## config.mk

```make
export PLATFORM = sky130hd
export DESIGN_NAME = gshare_bht
export DESIGN_NICKNAME = d
export VERILOG_FILES = /design/src/rtl/gshare_bht.sv
export SDC_FILE = /design/constraint.sdc
export NUM_CORES = 1
export LEC_CHECK = 0
export ABC_AREA = 1
export CORE_ASPECT_RATIO = 1.5
export CORE_MARGIN = 1
export CORE_UTILIZATION = 40
export CTS_CLUSTER_DIAMETER = 150
export DETAILED_ROUTE_END_ITERATION = 8
export DONT_BUFFER_PORTS = 1
export GPL_ROUTABILITY_DRIVEN = 0
export PLACE_DENSITY_LB_ADDON = 0.2
export REMOVE_ABC_BUFFERS = 1
export SYNTH_ARGS = -nofsm -noshare
export SYNTH_HDL_FRONTEND = slang
export SYNTH_SLANG_ARGS = --single-unit
```

## constraint.sdc

```tcl
create_clock -name clk -period 10.36 [get_ports clk]
set_clock_uncertainty 0.2 [all_clocks]
set_input_delay 0.518 -clock clk [delete_from_list [all_inputs] [get_ports clk]]
set_output_delay 0.518 -clock clk [all_outputs]
set_load 0.01 [all_outputs]
```

## src/rtl/gshare_bht.sv

```systemverilog
// Branch history table with 2^INDEX_W saturating counters, indexed by PC (bimodal)
// or PC XOR global history (gshare); the table is swept to CTR_INIT after every reset.
module gshare_bht #(
    parameter int INDEX_W  = 6,
    parameter int CTR_W    = 2,
    parameter int GHR_W    = 6,
    parameter int MODE     = 1,
    parameter int CTR_INIT = 0
) (
    input  logic               clk,
    input  logic               rst,
    input  logic [INDEX_W-1:0] if_pc,
    input  logic               if_branch,
    output logic               pred_taken,
    output logic [INDEX_W-1:0] pred_idx,
    output logic [GHR_W-1:0]   pred_ghr,
    input  logic               ex_valid,
    input  logic [INDEX_W-1:0] ex_idx,
    input  logic               ex_taken,
    input  logic               ex_mispredict,
    input  logic [GHR_W-1:0]   ex_ghr,
    output logic               init_busy
);

    localparam int DEPTH = 1 << INDEX_W;
    localparam logic [CTR_W-1:0] CTR_MAX = '1;

    typedef enum logic {S_INIT, S_RUN} state_e;

    state_e             state_q, state_d;
    logic [INDEX_W-1:0] ptr_q, ptr_d;
    logic [GHR_W-1:0]   ghr_q, ghr_d;
    logic [CTR_W-1:0]   ctr_q [DEPTH];
    logic [INDEX_W-1:0] rd_idx;
    logic [CTR_W-1:0]   upd_ctr, upd_next;
    logic               running;

    // Shift a new outcome into the LSB; for GHR_W == 1 this degenerates to a direct load.
    function automatic logic [GHR_W-1:0] shift_in(input logic [GHR_W-1:0] g, input logic b);
        return GHR_W'({g, b});
    endfunction

    always_ff @(posedge clk) begin
        if (rst) begin
            state_q <= S_INIT;
            ptr_q   <= '0;
            ghr_q   <= '0;
        end else begin
            state_q <= state_d;
            ptr_q   <= ptr_d;
            ghr_q   <= ghr_d;
        end
    end

    // NOTE: every combinational output gets a default first so no path infers a latch.
    always_comb begin
        state_d   = state_q;
        ptr_d     = ptr_q;
        init_busy = 1'b0;
        case (state_q)
            S_INIT: begin
                init_busy = 1'b1;
                ptr_d     = ptr_q + 1'b1;
                if (&ptr_q) state_d = S_RUN;
            end
            S_RUN:   ;
            default: state_d = S_INIT;
        endcase
    end

    assign running = (state_q == S_RUN);

    assign rd_idx     = (MODE == 0) ? if_pc : (if_pc ^ INDEX_W'(ghr_q));
    assign pred_idx   = rd_idx;
    assign pred_ghr   = ghr_q;
    assign pred_taken = running & ctr_q[rd_idx][CTR_W-1];

    // Repair from a resolved mispredict outranks the speculative fetch shift.
    always_comb begin
        ghr_d = ghr_q;
        if (running) begin
            if (ex_valid && ex_mispredict) ghr_d = shift_in(ex_ghr, ex_taken);
            else if (if_branch)            ghr_d = shift_in(ghr_q, pred_taken);
        end
    end

    assign upd_ctr = ctr_q[ex_idx];

    always_comb begin
        upd_next = upd_ctr;
        if (ex_taken) begin
            if (upd_ctr != CTR_MAX) upd_next = upd_ctr + 1'b1;
        end else begin
            if (upd_ctr != '0) upd_next = upd_ctr - 1'b1;
        end
    end

    // NOTE: the counter array has no reset; the init sweep establishes its contents,
    // and writes land on the edge so a same-cycle read sees the old value.
    always_ff @(posedge clk) begin
        if (!rst) begin
            if (state_q == S_INIT)  ctr_q[ptr_q]  <= CTR_W'(CTR_INIT);
            else if (ex_valid)      ctr_q[ex_idx] <= upd_next;
        end
    end

endmodule

```

# After elaboration in Yosys (flattened, before gate mapping)
# Memory sizes are Yosys's and may differ from the RTL's.
# Index checks and enable logic that the tools add are counted.
[totals]
out_inout_bits = 14
latch_bits = 0
ramBits = 128
memories = 1
register_bits = 13
rom_bits = 0
[mem_list]
columns = ["memory", "words", "width", "read_ports", "rd_clocked_by_memory_dff", "write_ports", "line_no", "source"]
rows = [
  ["ctr_q", 64, 2, 2, 0, 1, "33", "logic [CTR_W-1:0] ctr_q [DEPTH];"],
]
[classes]
muxes = 17
n_reduce_logical = 6
eq_ne = 1
div = 0
multipliers = 0
n_shift = 0
bitwise_logic = 2
add_sub_neg = 3
n_lt_le_gt_ge = 0
[op_table]
columns = ["op", "n"]
rows = [
  ["$mux W6", 3],
  ["$mux W1", 10],
  ["$mux W2", 4],
  ["$add A6 B1 Y6 const B", 1],
  ["$reduce_and A6 Y1", 1],
  ["$xor A6 B6 Y6", 1],
  ["$reduce_bool A2 Y1", 2],
  ["$add A2 B1 Y2 const B", 1],
  ["$ne A2 B2 Y1 const B", 1],
  ["$reduce_and A2 Y1", 1],
  ["$reduce_or A2 Y1", 1],
  ["$sub A2 B1 Y2 const B", 1],
  ["$and A1 B1 Y1", 1],
  ["$logic_and A1 B1 Y1", 1],
]

# Logic depth before layout (Yosys ltp)
[logic_depth]
depth_word = 6
mapped_depth = 14

# Worst setup path before layout
# Ideal clock, no wire load.
[synth_path]
path_kind = "input to register"
start = "input ex_idx[2]"
end = "memory ctr_q[0][0] (data pin)"
required_time_ns = 9.611
n_path_buf = 2
arrival_ns = 3.311
path_slack_ns = 6.300
setup_time_ns = 0.549
path_stages = 11
cell_sequence = "buf_2 > inv_1 > clkbuf_1 > nand2_1 > nand2_1 > nand2_1 > nand3_1 > nand3_1 > nand3_1 > nand2_1 > a21oi_1"
[synth_between]
elab_chain_cells = 5
word_cells_on_any_way = 9
cone_classes = "add/sub: 2; eq/ne: 1; mux: 4; reduce/logical: 1; memory: 1"
[synth_rtl]
columns = ["item", "line_no", "source"]
rows = [
  ["from (decl)", "18", "input logic [INDEX_W-1:0] ex_idx,"],
  ["$mem_v2 Z64 W2 (*)", "--", ""],
  ["$sub A2 B1 Y2, or another cell as far along", "94", "if (upd_ctr != '0) upd_next = upd_ctr - 1'b1;"],
  ["$mux W2, on equally long branches", "94, 92", ""],
  ["$mux W2 (*)", "91", "if (ex_taken) begin"],
  ["$mux W2 (no line) (*)", "--", ""],
  ["to (decl)", "33", ""],
]
# Mark *: on every way between the ends. The rest lies on a longest branch, timed or not.

# Worst setup path in the final report
[layout_path]
start = "input ex_idx[1]"
end = "memory ctr_q[34][0] (data pin)"
# Same word-level chain as after synthesis.

==> results_dict.tcl <==
set metrics [dict create \
    io_buffers 0 \
    postSynthCellCount 727 \
    rows 58 \
    grt_first_pass_wirelength_microns 30400 \
    clock_path_buffers 2 \
    drive_above_1_share 0.0820 \
    grt_usage 0.237 \
    hold_depth 2 \
    htreeDepth 4 \
    r2r_end "ctr_q[35][0]" \
    die_y_microns 163 \
    initial_core_util 0.410 \
    synthToLayoutAreaGrowth_pct 10.7 \
    hold_violations 0 \
    tns_ns 0 \
    fillers 1572 \
    relSlewSlack 0.181 \
    drcViolationCount 0 \
    antenna_found_initial 0 \
    finalCritPeriodShare 0.359 \
    final_cell_count_no_fill 942 \
    clk_latency_ns 0.42 \
    io_pins 38 \
    syn_area_per_cell_sq_um 9.45 \
    drt_iter0_markers 388 \
    multi_input_area_sq_um 2490 \
    hold_end "ptr_q[5]" \
    period_minus_slack_ns 3.72 \
    yosys_warnings 0 \
    setup_viol_count_final 0 \
    vias 5499 \
    cp-end-kind "flip-flop" \
    dp_hpwl_microns 12500 \
    r2r_slack_ns 7.25 \
    crit_path_start_kind "input pin" \
    tightest_slew_ns 1.22 \
    synthArstFlopShare 0 \
    diodes 0 \
    nNetsFinal 744 \
    crit_fanout 34 \
    drtPass1Iterations 5 \
    placed_cells 909 \
    slew_viol_final 0 \
    cts_tree "done" \
    whs_ns 0.0594 \
    r2r_start "running" \
    grt_pass1_vias 5570 \
    final_util 0.454 \
    core_sq_um 16800 \
    drt-total-wl_microns 20000 \
    die_w_microns 109 \
    cts.sinks 141 \
    min_from "rst" \
    worstPathArrival_ns 3.72 \
    netlist_area_sq_um 6870 \
    ctsRootBufferMaster "clkbuf_16" \
    synth_edf_count 128 \
    avgViaCountPerCell 5.84 \
    postRouteAntennaNets 0 \
    hold_path_class "in2reg" \
    dieArea_sq_um 17700 \
    p_per_area_nw_per_um2 171 \
    rr_worst_depth 8 \
    ys_ff_latch 141 \
    rsz0062_at_grt "false" \
    required_ns 10.36 \
    seqCellArea_sq_um 4100 \
    grt_max_degree 67 \
    yosys.cell_types.count 36 \
    synthFlopType "edfxtp_1" \
    cts.clk_slew.worst_paths_ns 0.06 \
    overflow 0 \
    maxCapViolations 0 \
    vdd_drop_max_v 0.000131 \
    postCtsSetupRepairBufs 0 \
    critPathKind "in2reg" \
    synth-seq-area-share 0.597 \
    cts_buffers 17 \
    leakage_nw 2.77 \
    fmax_mhz 269 \
    status "finished, final reports clean" \
    wl_per_cell_microns 21.2 \
]
-- critical path, cell delays in order --
cell,delay (ns)
inv_1,0.85
o21ai_0,0.23
o22ai_1,0.22
o21ai_0,0.09
o21ai_0,0.22
nand2_1,0.07
nand2_1,0.07
nand2_1,0.06
nand3_1,0.06
nand2_1,0.12
a21oi_4,0.68
buf_4,0.46
-- layer usage --
layer	GRT usage	share of wire	wire (microns)	up-vias
li1	-	-	-	2551
met1	0.270	0.37	7460	2650
met2	0.407	0.51	10100	239
met3	0.0484	0.074	1480	59
met4	0.131	0.045	891	0
met5	0	0	0	-
-- cell usage after synthesis, types with 2 or more instances --
cell	n	area, sq um
nand3_2	5	50.1
nor3_1	8	40.0
clkbuf_1	14	52.6
inv_2	6	22.5
edfxtp_1	128	3840
buf_2	12	60.1
o21ai_0	80	400
nand4_1	6	37.5
nand2_1	127	477
nor4_1	6	37.5
nand3_1	79	395
xnor2_1	4	35.0
o22ai_1	32	200
buf_6	2	22.5
dfxtp_1	13	260
a21oi_1	13	65.1
a311oi_1	4	35.0
o21ai_2	4	35.0
nor2_1	140	526
buf_4	4	30.0
inv_1	24	90.1
nor2_4	2	22.5
-- cells by family after synthesis --
family,synth area share
buffers and inverters,0.0424
flip-flops,0.597
AND/OR/NAND/NOR,0.235
XOR/XNOR,0.0111
adder cells (fa/ha/maj),0.00182
AO/OA/AOI/OAI,0.112
-- power by group --
group / switching, mW / total, mW / internal [mW]
Clock: 0.240 / 0.596 / 0.355
Sequential: 0.00141 / 0.615 / 0.614
Combinational: 0.0624 / 0.0876 / 0.0252
Total: 0.304 / 1.30 / 0.994
-- area by class of cell --
type,instances,share of cell area
clock buffer,19,0.0569
clock inverter,13,0.0184
inverter,32,0.0161
tap,210,0.0346
timing repair buffer,6,0.00625
multi-input combinational,521,0.328
sequential,141,0.540
-- stage by stage --
stage / setup slack [ns] / power [mW] / area, sq um
finish: 6.64 / 1.30 / 7600
global route: 6.46 / 1.33 / 7600
CTS: 6.65 / 1.30 / 7600
detailed placement: 6.23 / 0.713 / 7020
global placement: 6.32 / 0.712 / 7020
floorplan: 6.11 / 0.683 / 6700
-- cells in the final DEF, fill, tap and decap left out, types with 2 or more instances in the layout --
cell	netlist	routed
o22ai_1	32	32
inv_2	6	6
bufinv_16	0	2
o21ai_2	4	4
clkbuf_16	0	17
nor2_4	2	3
buf_4	4	5
nor3_1	8	8
a311oi_1	4	4
nand4_1	6	6
clkinv_1	1	2
inv_1	24	24
clkinv_2	0	2
nor4_1	6	6
edfxtp_1	128	128
a21oi_1	13	12
dfxtp_1	13	13
clkinv_4	0	2
inv_6	0	3
clkinvlp_4	0	3
nand2_1	127	127
xnor2_1	4	4
nor2_1	140	139
nand3_2	5	5
clkbuf_1	14	2
nand3_1	79	79
o21ai_0	80	80
-- timing repair --
item	in CTS	in global routing
gates resized for setup	0	0
endpoints found under the hold margin	12	0
hold buffers	1	0
-- state kept, by name, indices dropped and copies added, names as in the netlist --
register	flops
ptr_q	6
running	1
pred_ghr	6
ctr_q	128
-- worst max path at each step --
stage	from	end	slack, ns	cells past startpoint
global route	ex_idx[1]	ctr_q[34][0]	6.46	10
finish	ex_idx[1]	ctr_q[34][0]	6.64	12
global placement	ex_idx[1]	ctr_q[44][0]	6.32	12
detailed placement	ex_idx[1]	ctr_q[19][0]	6.23	12
floorplan	ex_idx[0]	ctr_q[0][0]	6.11	13
CTS	ex_idx[1]	ctr_q[37][0]	6.65	12
(Power assumes the default switching activity.)
